## src/rtl/hid_key_matrix.sv

```systemverilog
// Keyboard-matrix back end: queues decoded key events, applies them to a ROWS x COLS
// matrix read by the row scan, and dwells a few firmware scans after each key change.
`timescale 1ns/1ps
module hid_key_matrix #(
    parameter int ROWS       = 16,
    parameter int COLS       = 8,
    parameter int DEPTH      = 8,
    parameter int HOLD_SCANS = 2,
    localparam int RW        = $clog2(ROWS),
    localparam int CW        = $clog2(COLS),
    localparam int PW        = $clog2(DEPTH + 1)
) (
    input  logic            clk,
    input  logic            reset,
    input  logic            ev_valid,
    input  logic            ev_press,
    input  logic [RW-1:0]   ev_row,
    input  logic [CW-1:0]   ev_col,
    output logic            ev_ready,
    input  logic            scan_tick,
    input  logic            release_all,
    input  logic [RW-1:0]   Y,
    output logic [COLS-1:0] X,
    output logic [PW-1:0]   pending,
    output logic            overflow
);

    localparam int AW  = $clog2(DEPTH);
    localparam int EW  = 1 + RW + CW;
    localparam int CTW = (HOLD_SCANS < 1) ? 1 : $clog2(HOLD_SCANS + 1);

    localparam logic [0:0]    IDLE    = 1'b0;
    localparam logic [0:0]    DWELL   = 1'b1;
    localparam logic [RW:0]   ROWS_L  = ROWS[RW:0];
    localparam logic [CTW-1:0] HOLD_LD = CTW'(HOLD_SCANS);

    logic [ROWS-1:0][COLS-1:0] matrix;
    logic [EW-1:0]             fifo_mem [DEPTH];
    logic [AW:0]               wr_ptr;
    logic [AW:0]               rd_ptr;
    logic [AW:0]               occ;
    logic                      empty;
    logic                      full;
    logic                      push;
    logic                      pop;
    logic [0:0]                state;
    logic [CTW-1:0]            dwell_cnt;

    logic                      head_press;
    logic [RW-1:0]             head_row;
    logic [CW-1:0]             head_col;
    logic                      head_row_ok;
    logic                      head_changes;

    // Extra pointer bit: occupancy never exceeds DEPTH, so its top bit flags full.
    assign occ      = wr_ptr - rd_ptr;
    assign empty    = (occ == '0);
    assign full     = occ[AW];
    assign pending  = occ;

    assign ev_ready = !full && !release_all;
    assign push     = ev_valid && ev_ready;
    assign pop      = (state == IDLE) && !empty && !release_all;

    assign {head_press, head_row, head_col} = fifo_mem[rd_ptr[AW-1:0]];

    // Out-of-range rows are consumed without touching the matrix or starting a dwell.
    assign head_row_ok  = ({1'b0, head_row} < ROWS_L);
    assign head_changes = head_row_ok && (matrix[head_row][head_col] != head_press);

    assign X = ({1'b0, Y} < ROWS_L) ? ~matrix[Y] : '1;

    always_ff @(posedge clk) begin
        if (push) begin
            fifo_mem[wr_ptr[AW-1:0]] <= {ev_press, ev_row, ev_col};
        end
    end

    always_ff @(posedge clk) begin
        if (reset) begin
            wr_ptr    <= '0;
            rd_ptr    <= '0;
            state     <= IDLE;
            dwell_cnt <= '0;
            overflow  <= 1'b0;
            matrix    <= '0;
        end else begin
            if (ev_valid && !ev_ready) begin
                overflow <= 1'b1;
            end
            if (release_all) begin
                wr_ptr    <= '0;
                rd_ptr    <= '0;
                state     <= IDLE;
                dwell_cnt <= '0;
                matrix    <= '0;
            end else begin
                if (push) begin
                    wr_ptr <= wr_ptr + (AW+1)'(1);
                end
                if (pop) begin
                    rd_ptr <= rd_ptr + (AW+1)'(1);
                end
                case (state)
                    IDLE: begin
                        if (pop && head_changes) begin
                            matrix[head_row][head_col] <= head_press;
                            if (HOLD_SCANS > 0) begin
                                dwell_cnt <= HOLD_LD;
                                state     <= DWELL;
                            end
                        end
                    end
                    DWELL: begin
                        // A tick on the entry edge was seen in IDLE, so it never counts here.
                        if (scan_tick) begin
                            dwell_cnt <= dwell_cnt - CTW'(1);
                            if (dwell_cnt == CTW'(1)) begin
                                state <= IDLE;
                            end
                        end
                    end
                    default: state <= IDLE;
                endcase
            end
        end
    end

endmodule

```

## config.mk

```make
export PLATFORM = sky130hd
export DESIGN_NAME = hid_key_matrix
export DESIGN_NICKNAME = d
export VERILOG_FILES = /design/src/rtl/hid_key_matrix.sv
export SDC_FILE = /design/constraint.sdc
export NUM_CORES = 1
export LEC_CHECK = 0
export BUFFER_PORTS_ARGS = -buffer_cell sky130_fd_sc_hd__buf_4
export CORE_MARGIN = 2
export CORE_UTILIZATION = 67
export CTS_BUF_LIST = sky130_fd_sc_hd__clkbuf_8
export DETAILED_ROUTE_END_ITERATION = 7
export GPL_ROUTABILITY_DRIVEN = 0
export PLACE_DENSITY = 0.93
export SLEW_MARGIN = 20
export SYNTH_ARGS = -nofsm -noshare
export SYNTH_HDL_FRONTEND = slang
export SYNTH_SLANG_ARGS = --single-unit
```

## constraint.sdc

```tcl
create_clock -name clk -period 9.9 [get_ports clk]
set_input_delay 0.495 -clock clk [delete_from_list [all_inputs] [get_ports clk]]
set_output_delay 0.495 -clock clk [all_outputs]
set_load 0.01 [all_outputs]
```

Word level (Yosys, flattened, before mapping)

Memory sizes are Yosys's and may differ from the RTL's. A register that Yosys moved wholly into a read port is not among the register bits.
Cells that the tools add are included.

Bits in registers: 140
Bits in latches: 0
RAM bits: 64
Memory bits (read-only): 0
Output and inout port bits: 14
Memories kept: 1

Add/sub/neg operators: 4
Multiply operators: 0
Divide/modulo/power cells: 0
$lt $le $gt $ge: 5
Equality and inequality tests: 4
Shift-type cells: 0
Multiplexer cells: 22
Bitwise operators: 2
Reduce and logical (&&, ||, !) cells: 16

Memory list:

| memory   | depth | width | rd ports | clocked after memory_dff | wr ports | line | text |
|---|---|---|---|---|---|---|---|
| fifo_mem | 8     | 8     | 1        | 1                        | 1        | 38   | `logic [EW-1:0] fifo_mem [DEPTH];` |

Operators by type and width:

| cell                                                                         | number |
|---|---|
| 128-bit bitwise mux                                                          | 1 |
| 8-bit binary-select mux with 4-bit select                                    | 2 |
| 8-bit demux with 4-bit select                                                | 1 |
| 8-bit 2-to-1 mux                                                             | 3 |
| 4-bit by 5-bit less-than comparator with 1-bit output, second input constant | 2 |
| 4-bit by 1-bit adder with 4-bit output, second input constant                | 2 |
| 1-bit logical AND                                                            | 8 |
| 8-bit inverter                                                               | 1 |
| 1-bit 2-to-1 mux                                                             | 7 |
| 3-bit 2-to-1 mux                                                             | 2 |
| 4-bit by 1-bit >= comparator with 1-bit output, second input constant        | 1 |
| 1-bit logical NOT                                                            | 4 |
| 4-bit logical NOT                                                            | 1 |
| 3-bit by 4-bit less-than comparator with 1-bit output, second input constant | 1 |
| 2-bit 2-to-1 mux                                                             | 2 |
| 2-bit one-hot mux with 2 select lines                                        | 1 |
| 2-bit AND reduction                                                          | 2 |
| 4-bit subtractor                                                             | 1 |
| 1-bit binary-select mux with 3-bit select                                    | 1 |
| 1-bit demux with 3-bit select                                                | 1 |
| 3-bit by 1-bit >= comparator with 1-bit output, second input constant        | 1 |
| 2-bit by 1-bit equality test with 1-bit output, second input constant        | 1 |
| 2-bit by 1-bit inequality test with 1-bit output, second input constant      | 1 |
| 2-bit inequality test, second input constant                                 | 1 |
| other kinds (5)                                                              | 5 |

Logic depth before layout (Yosys ltp)

Gate-level depths: netlist of run 1.

Depth in word-level cells: 8
Depth in mapped cells: 15

Worst setup path after synthesis of run 1

OpenSTA, ideal clock, no wires.

Path kind: reg2reg
From: reg with a tool-made name
To: reg matrix[124] (netlist bit)
Arrival time: 3.420 ns
Path slack: 6.421 ns
Stages on the path, launching flop included: 12
Buffers on the path: 3
Period minus slack after synthesis: 3.479 ns
Cell sequence: dfxtp_1 > buf_6 > buf_2 > mux4_2 > a31oi_1 > a41oi_1 > nor4_4 > o21bai_4 > nor2_4 > mux2i_1 > buf_2 > a31o_1

RTL lines:

| item                            | line | text |
|---|---|---|
| to (signal, indexed assignment) | 107  | `matrix[head_row][head_col] <= head_press;` |
| to (decl)                       | 37   | `logic [ROWS-1:0][COLS-1:0] matrix;` |

==> results of run 1 <==
[path summary, 6_finish.rpt]
check / start / end / slack [ns] / cells after the start
setup / recovery: flop / matrix[2] / 4.87 / 10
hold / removal: reset / overflow / 0.19 / 2
hold reg to reg: overflow / overflow / 0.48 / 2
setup reg to reg: flop / matrix[2] / 4.87 / 10
[state kept, by name, summed over array words and instances (netlist names), named ones only]
name,count
rd_ptr,4
fifo_mem,64
overflow,1
wr_ptr,4
dwell_cnt,2
matrix,128
state,1
[cell usage in the layout, fill, tap and decap left out, types with 12 or more instances in the layout]
cell type | Yosys | routed
a21oi_1 | 55 | 55
a311oi_1 | 48 | 48
a31o_1 | 64 | 64
a31oi_1 | 19 | 19
buf_4 | 2 | 42
clkbuf_8 | 0 | 43
dfxtp_1 | 143 | 143
edfxtp_1 | 64 | 64
inv_1 | 24 | 35
mux2i_1 | 19 | 19
mux4_2 | 80 | 80
nand2_1 | 103 | 103
nor2_1 | 72 | 71
nor3_1 | 12 | 12
o21ai_0 | 84 | 84
o21ai_1 | 22 | 22
[per-stage QoR]
| stage | cells | area, um^2 | hold WS, ns |
|---|---|---|---|
| floorplan | 981 | 10820 | 0.4529 |
| global placement | 1168 | 11050 | 0.4632 |
| detailed placement | 1168 | 11060 | 0.4677 |
| CTS | 1229 | 11750 | 0.1674 |
| global route | 1229 | 11750 | 0.1860 |
| finish | 1229 | 11750 | 0.1857 |
[cells by family (layout without fill, tap and decap cells)]
family,Yosys count,after routing,share of synthesized area
buffers and inverters,95,127,0.04245
XOR/XNOR,8,8,0.006478
AO/OA/AOI/OAI,324,324,0.2067
AND/OR/NAND/NOR,234,234,0.09902
flip-flops,207,207,0.4423
multiplexers,106,106,0.1942
adder cells (fa/ha/maj),7,7,0.008791
[where the power goes]
group / switching, uW / internal, uW / leakage [uW]
clock: 342 / 416 / 0.000396
sequential: 20.2 / 885 / 0.00173
combinational: 302 / 140 / 0.00165
total: 664 / 1440 / 0.00378
[metal layers]
metal | vias up | track usage | routed length [um] | part of all wire
li1 | 3848 | - | - | -
met1 | 4339 | 0.4551 | 10540 | 0.35
met2 | 788 | 0.5642 | 13950 | 0.47
met3 | 184 | 0.1011 | 3891 | 0.13
met4 | 0 | 0.1646 | 1463 | 0.049
met5 | - | 0 | 0 | 0
[worst max-delay path, stage by stage (launching register included)]
cell and delay (ns):
dfxtp_1 0.97, mux2i_1 0.30, mux4_2 0.27, buf_4 0.59
mux4_2 0.66, o21ai_0 0.14, a41oi_1 0.23, nor4_4 0.45
nand3_2 0.27, or2_1 0.58, a311oi_1 0.44
[cell type report]
class	count	area [um^2]	share of cell area
clock inverter	18	96.34	0.008199
tap	216	270.3	0.02300
inverter	24	90.09	0.007667
multi-input combinational	679	5602	0.4767
clock buffer	43	591.8	0.05037
timing repair buffer	42	315.3	0.02683
sequential	207	4785	0.4072
==> summary.txt, run 1 <==
Status
  – Status: completed

Floorplan
  – Initial Utilization: 0.6834
  – Vert. Die Dim: 131.1 um
  – # IOs: 31
  – Core Region: 15830 um^2
  – Die width: 131.1 um
  – Cell row count: 46
  – Total die area: 17180 um^2

Flow run
  – Number of max-cap violations: 0

Synth
  – Async set or reset register ratio after synthesis: 0
  – Most frequent cell after synthesis: dfxtp_1
  – Post-synth top cells: dfxtp_1, nand2_1, o21ai_0
  – Yosys warns: 0
  – Cells after synthesis: 981
  – Post-synthesis sequential area ratio: 0.4423
  – Post-synth EDFFs: 64
  – Post-synth top area share: 0.2647
  – Yosys reg bits: 207
  – Synthesized Nets: 1005
  – Cell taking the most area after synthesis: dfxtp_1
  – Synth top area cells: dfxtp_1, edfxtp_1, mux4_2
  – Mapped cell area: 10820 um^2
  – Synth unique cells: 59
  – Syn Area/Cell: 11.03 um^2
  – Ys flop type: dfxtp_1

Critical path
  – Critical path class: reg2reg
  – Worst EP required: 10.31 ns
  – Arrival time at the worst endpoint: 5.44 ns
  – Crit path max fanout: 40
  – Worst Setup End Kind: flop
  – Setup crit start kind: flop

Timing
  – F_max: 198.9 MHz
  – Final period utilization: 0.5078
  – Max Clock Skew: 0.02789 ns
  – Final hold violation count: 0
  – Fin Setup TNS: 0 ns
  – Final Slew Violations: 0
  – Worst Tran Pin Value: 1.119 ns
  – RSZ-0062 raised after global routing: false
  – Endpoints failing setup: 0
  – Worst slew margin: 0.2503
  – Tmin final: 5.027 ns
  – Worst Slack Setup Final: 4.873 ns

Cells and area
  – Nets: 1013
  – Core Util, Final: 0.7424
  – Synth-to-Final Area Change: 8.629%
  – # diodes: 0
  – Filler instances: 1011
  – Layout cells sized above 1: 0.1974

Detailed routing
  – Total wire length: 29850 um
  – DR WL/cell: 24.29 um
  – DR iter-0 viols: 1579
  – Vias/cell: 7.452
  – Drt drc: 0
  – Routed Antenna Nets: 0
  – Vias post-DR: 9159
  – DRT Pass-1 Iters: 6

Clock network
  – CTS clk-pin slew, worst paths: 0.06 ns
  – Post-CTS Resized: 0
  – Clock buffer count from CTS: 35
  – Number of hold buffers added after cts: 0
  – Worst-skew pair later-pin latency: 0.53 ns
  – Setup bufs post-CTS: 0
  – CTS tree: built
  – # H-tree levels: 2
  – Clock Sinks: 207
  – CTS Buffer Depth: 3
  – Root buffer cell: clkbuf_8

GRT
  – First-pass GRT wire length: 46760 um
  – Initial antenna violation count: 0
  – Largest net degree at the start of global routing: 87
  – Remaining Overflow, GRT: 0
  – Number of global-route vias before repair: 8688
  – GRT Total Usage: 0.3550

Placement
  – Dpl hpwl: 19180 um
  – Port bufs: 30
  – Dpl ws: 4.943 ns

Hold path
  – HP Class: in2reg

Power
  – PwrDens: 179.1 nW/um^2
  – Max VDD drop: 175.8 uV
  – Leakage power: 0.003778 uW
  – Total Power: 2105 uW
(Power assumes the default switching activity.)
==> inputs of run 2 (changes only) <==
--- a/config.mk
+++ b/config.mk
@@ -7,11 +7,11 @@
 export LEC_CHECK = 0
 export BUFFER_PORTS_ARGS = -buffer_cell sky130_fd_sc_hd__buf_4
 export CORE_MARGIN = 2
-export CORE_UTILIZATION = 67
+export CORE_UTILIZATION = 59
 export CTS_BUF_LIST = sky130_fd_sc_hd__clkbuf_8
 export DETAILED_ROUTE_END_ITERATION = 7
 export GPL_ROUTABILITY_DRIVEN = 0
-export PLACE_DENSITY = 0.93
+export PLACE_DENSITY = 0.87
 export SLEW_MARGIN = 20
 export SYNTH_ARGS = -nofsm -noshare
 export SYNTH_HDL_FRONTEND = slang
==> constraint.sdc (replaced) <==
create_clock -name clk -period 4.6 [get_ports clk]
set_input_delay 0.23 -clock clk [delete_from_list [all_inputs] [get_ports clk]]
set_output_delay 0.23 -clock clk [all_outputs]
set_load 0.01 [all_outputs]
==> run 2 against run 1 <==
  * Via count decreased by 1.1%
  * Total power up 120%
  * Register-to-register slack got worse by 4.6 ns
  * Sequential cell count unchanged
  * Sequential share of layout area fell by 1.0 points
  * Global-route usage is 4.6 points lower
  * Design area rose by 2.5%
  * Routed wire length rose by 0.41%
  * Combinational power is 140% higher
  * First-iteration DRC count decreased by 24%
  * Clock power grew 110%
  * Highest routed layer unchanged
==> summary.txt, run 2 (same netlist as run 1, synthesis figures left out) <==
Critical path
  – Delay-heaviest family, CP: multiplexers
  – CP Cell Sequence: mux2i_1 -> mux4_2 -> buf_4 -> buf_4 -> mux4_2 -> a22oi_1 -> nand2_1 -> o2bb2ai_1 -> nor2_4 -> mux2_2 -> a311oi_1
  – Setup crit start kind: flop
  – Worst Setup End Kind: flop
  – Reg2reg setup slack: 0.29 ns
  – Crit path max fanout: 24
  – Reg2reg path depth: 11
  – Critical path class: reg2reg
  – Critical R2R Capture: matrix[114]
  – Arrival time at the worst endpoint: 4.74 ns
  – CP max-delay cell: mux4_2
  – Worst EP required: 5.03 ns
  – Critical path buffers and inverters: 2
  – CP Capture Point: matrix[114]
  – Crit. path cell count: 11
  – Max stage delay on crit path: 0.79 ns

Timing
  – Fin Setup TNS: 0 ns
  – Worst slew margin: 0.3452
  – Final period utilization: 0.9380
  – F_max: 231.8 MHz
  – Endpoints failing setup: 0
  – Final Slew Violations: 0
  – Max Clock Skew: 0.03166 ns
  – Final hold violation count: 0
  – RSZ-0062 raised after global routing: false
  – Tmin final: 4.315 ns
  – Worst Tran Pin Value: 0.9786 ns

Power
  – Leakage power: 0.003955 uW
  – Sequential Power Share: 0.423
  – Total Power: 4566 uW
  – PwrDens: 378.9 nW/um^2
  – Combinational share of power: 0.227
  – Switching part of the total: 0.3173
  – Total net switching power: 1449 uW
  – Pint: 3117 uW
  – Max VDD drop: 350.6 uV
  – Clk network pwr share: 0.350

GRT
  – Largest net degree at the start of global routing: 83
  – Remaining Overflow, GRT: 0
  – GRT Total Usage: 0.3093
  – Initial antenna violation count: 0
  – Number of global-route vias before repair: 8809
  – First-pass GRT wire length: 47700 um

Cells and area
  – Nets: 1045
  – Synth-to-Final Area Change: 11.39%
  – Layout cells sized above 1: 0.2120
  – Max reg flops: 128
  – Highest-count cells in the layout ignoring fill and taps: dfxtp_1, nand2_1, o21ai_0
  – Commonest non-fill, non-tap cell in the layout: dfxtp_1
  – # diodes: 0
  – Filler instances: 1295
  – Core Util, Final: 0.6708
  – Reg with most FFs: matrix

Clock network
  – Clock Sinks: 207
  – Setup bufs post-CTS: 0
  – # H-tree levels: 2
  – CTS Buffer Depth: 3
  – CTS tree: built
  – CTS clk-pin slew, worst paths: 0.06 ns
  – Clock buffer count from CTS: 35
  – Root buffer cell: clkbuf_8
  – Worst-skew pair later-pin latency: 0.55 ns

Floorplan
  – Die width: 139.4 um
  – Initial Utilization: 0.6021
  – Vert. Die Dim: 139.4 um
  – # IOs: 31
  – Core Region: 17960 um^2
  – Total die area: 19430 um^2
  – Cell row count: 49

Status
  – Status: completed

Detailed routing
  – Routed Antenna Nets: 0
  – Total wire length: 29970 um
  – DR WL/cell: 23.49 um
  – Drt drc: 0
  – Vias/cell: 7.096
  – Vias post-DR: 9055
  – DRT Pass-1 Iters: 5
  – DR iter-0 viols: 1207

Placement
  – Dpl hpwl: 19820 um
  – Port bufs: 30

Hold path
  – HP Class: in2reg

Flow run
  – Number of max-cap violations: 0
[run 2: cell count changes in the layout (fill, tap and decap cells not counted)]
cell	delta
clkbuf_8	+1
dlygate4sd3_1	+10
buf_12	+1
clkinv_2	-1
nor4_1	-1
bufinv_16	-1
nor4_4	+1
buf_4	+21
clkinv_1	-2
inv_1	+5
[run 2: timing repair]
item                      in CTS  in global routing
resized for setup              0                  0
hold endpoints to repair      66                  0
hold buffers                  10                  0
[run 2: routing by layer]
layer | vias up | share of wire | GRT usage
met5 | - | 0 | 0
met4 | 0 | 0.052 | 0.1600
met3 | 160 | 0.11 | 0.07502
met2 | 672 | 0.47 | 0.4915
met1 | 4319 | 0.37 | 0.3969
li1 | 3904 | - | -
[run 2: how the worst min path moves through the flow]
stage / from / endpoint / slack, ns / cells past startpoint
after floorplan: reset / overflow / 0.30 / 1
after global placement: reset / overflow / 0.43 / 2
after detailed placement: reset / overflow / 0.44 / 2
after CTS: release_all / state / 0.01 / 3
after global routing: release_all / state / 0.02 / 3
final: release_all / state / 0.02 / 3
[run 2: through the flow]
| step | setup slack [ns] | std cells | area, um^2 | hold WS, ns |
|---|---|---|---|---|
| after global routing | 0.1330 | 1276 | 12050 | 0.02396 |
| after global placement | 0.5878 | 1203 | 11250 | 0.4341 |
| after CTS | 0.4194 | 1276 | 12030 | 0.01307 |
| after floorplan | 1.121 | 981 | 10820 | 0.3024 |
| final | 0.2854 | 1276 | 12050 | 0.02499 |
| after detailed placement | 0.4493 | 1203 | 11250 | 0.4447 |
[run 2: worst min-delay path, cell delays in order]
cell	delay, ns
buf_4	0.12
nor2_4	0.06
o21a_1	0.09
[run 2: final cells by class]
cell class,instances,area (um^2),share of cell area
inverters,24,90.09,0.007477
clock buffers,44,605.6,0.05026
repair buffers,74,593.1,0.04922
clock inverters,19,72.57,0.006023
well taps,229,286.5,0.02378
flip-flops and latches,207,4785,0.3971
multi-input cells,679,5617,0.4661
[run 2: power by group through the flow]
stage               Clock, uW  Combinational (uW)  Sequential [uW]
finish                   1600                1040             1930
global placement            0                 976             1960
global route             1690                1100             1930
CTS                      1620                1010             1930
floorplan                   0                 715             1950
detailed placement          0                 996             1970
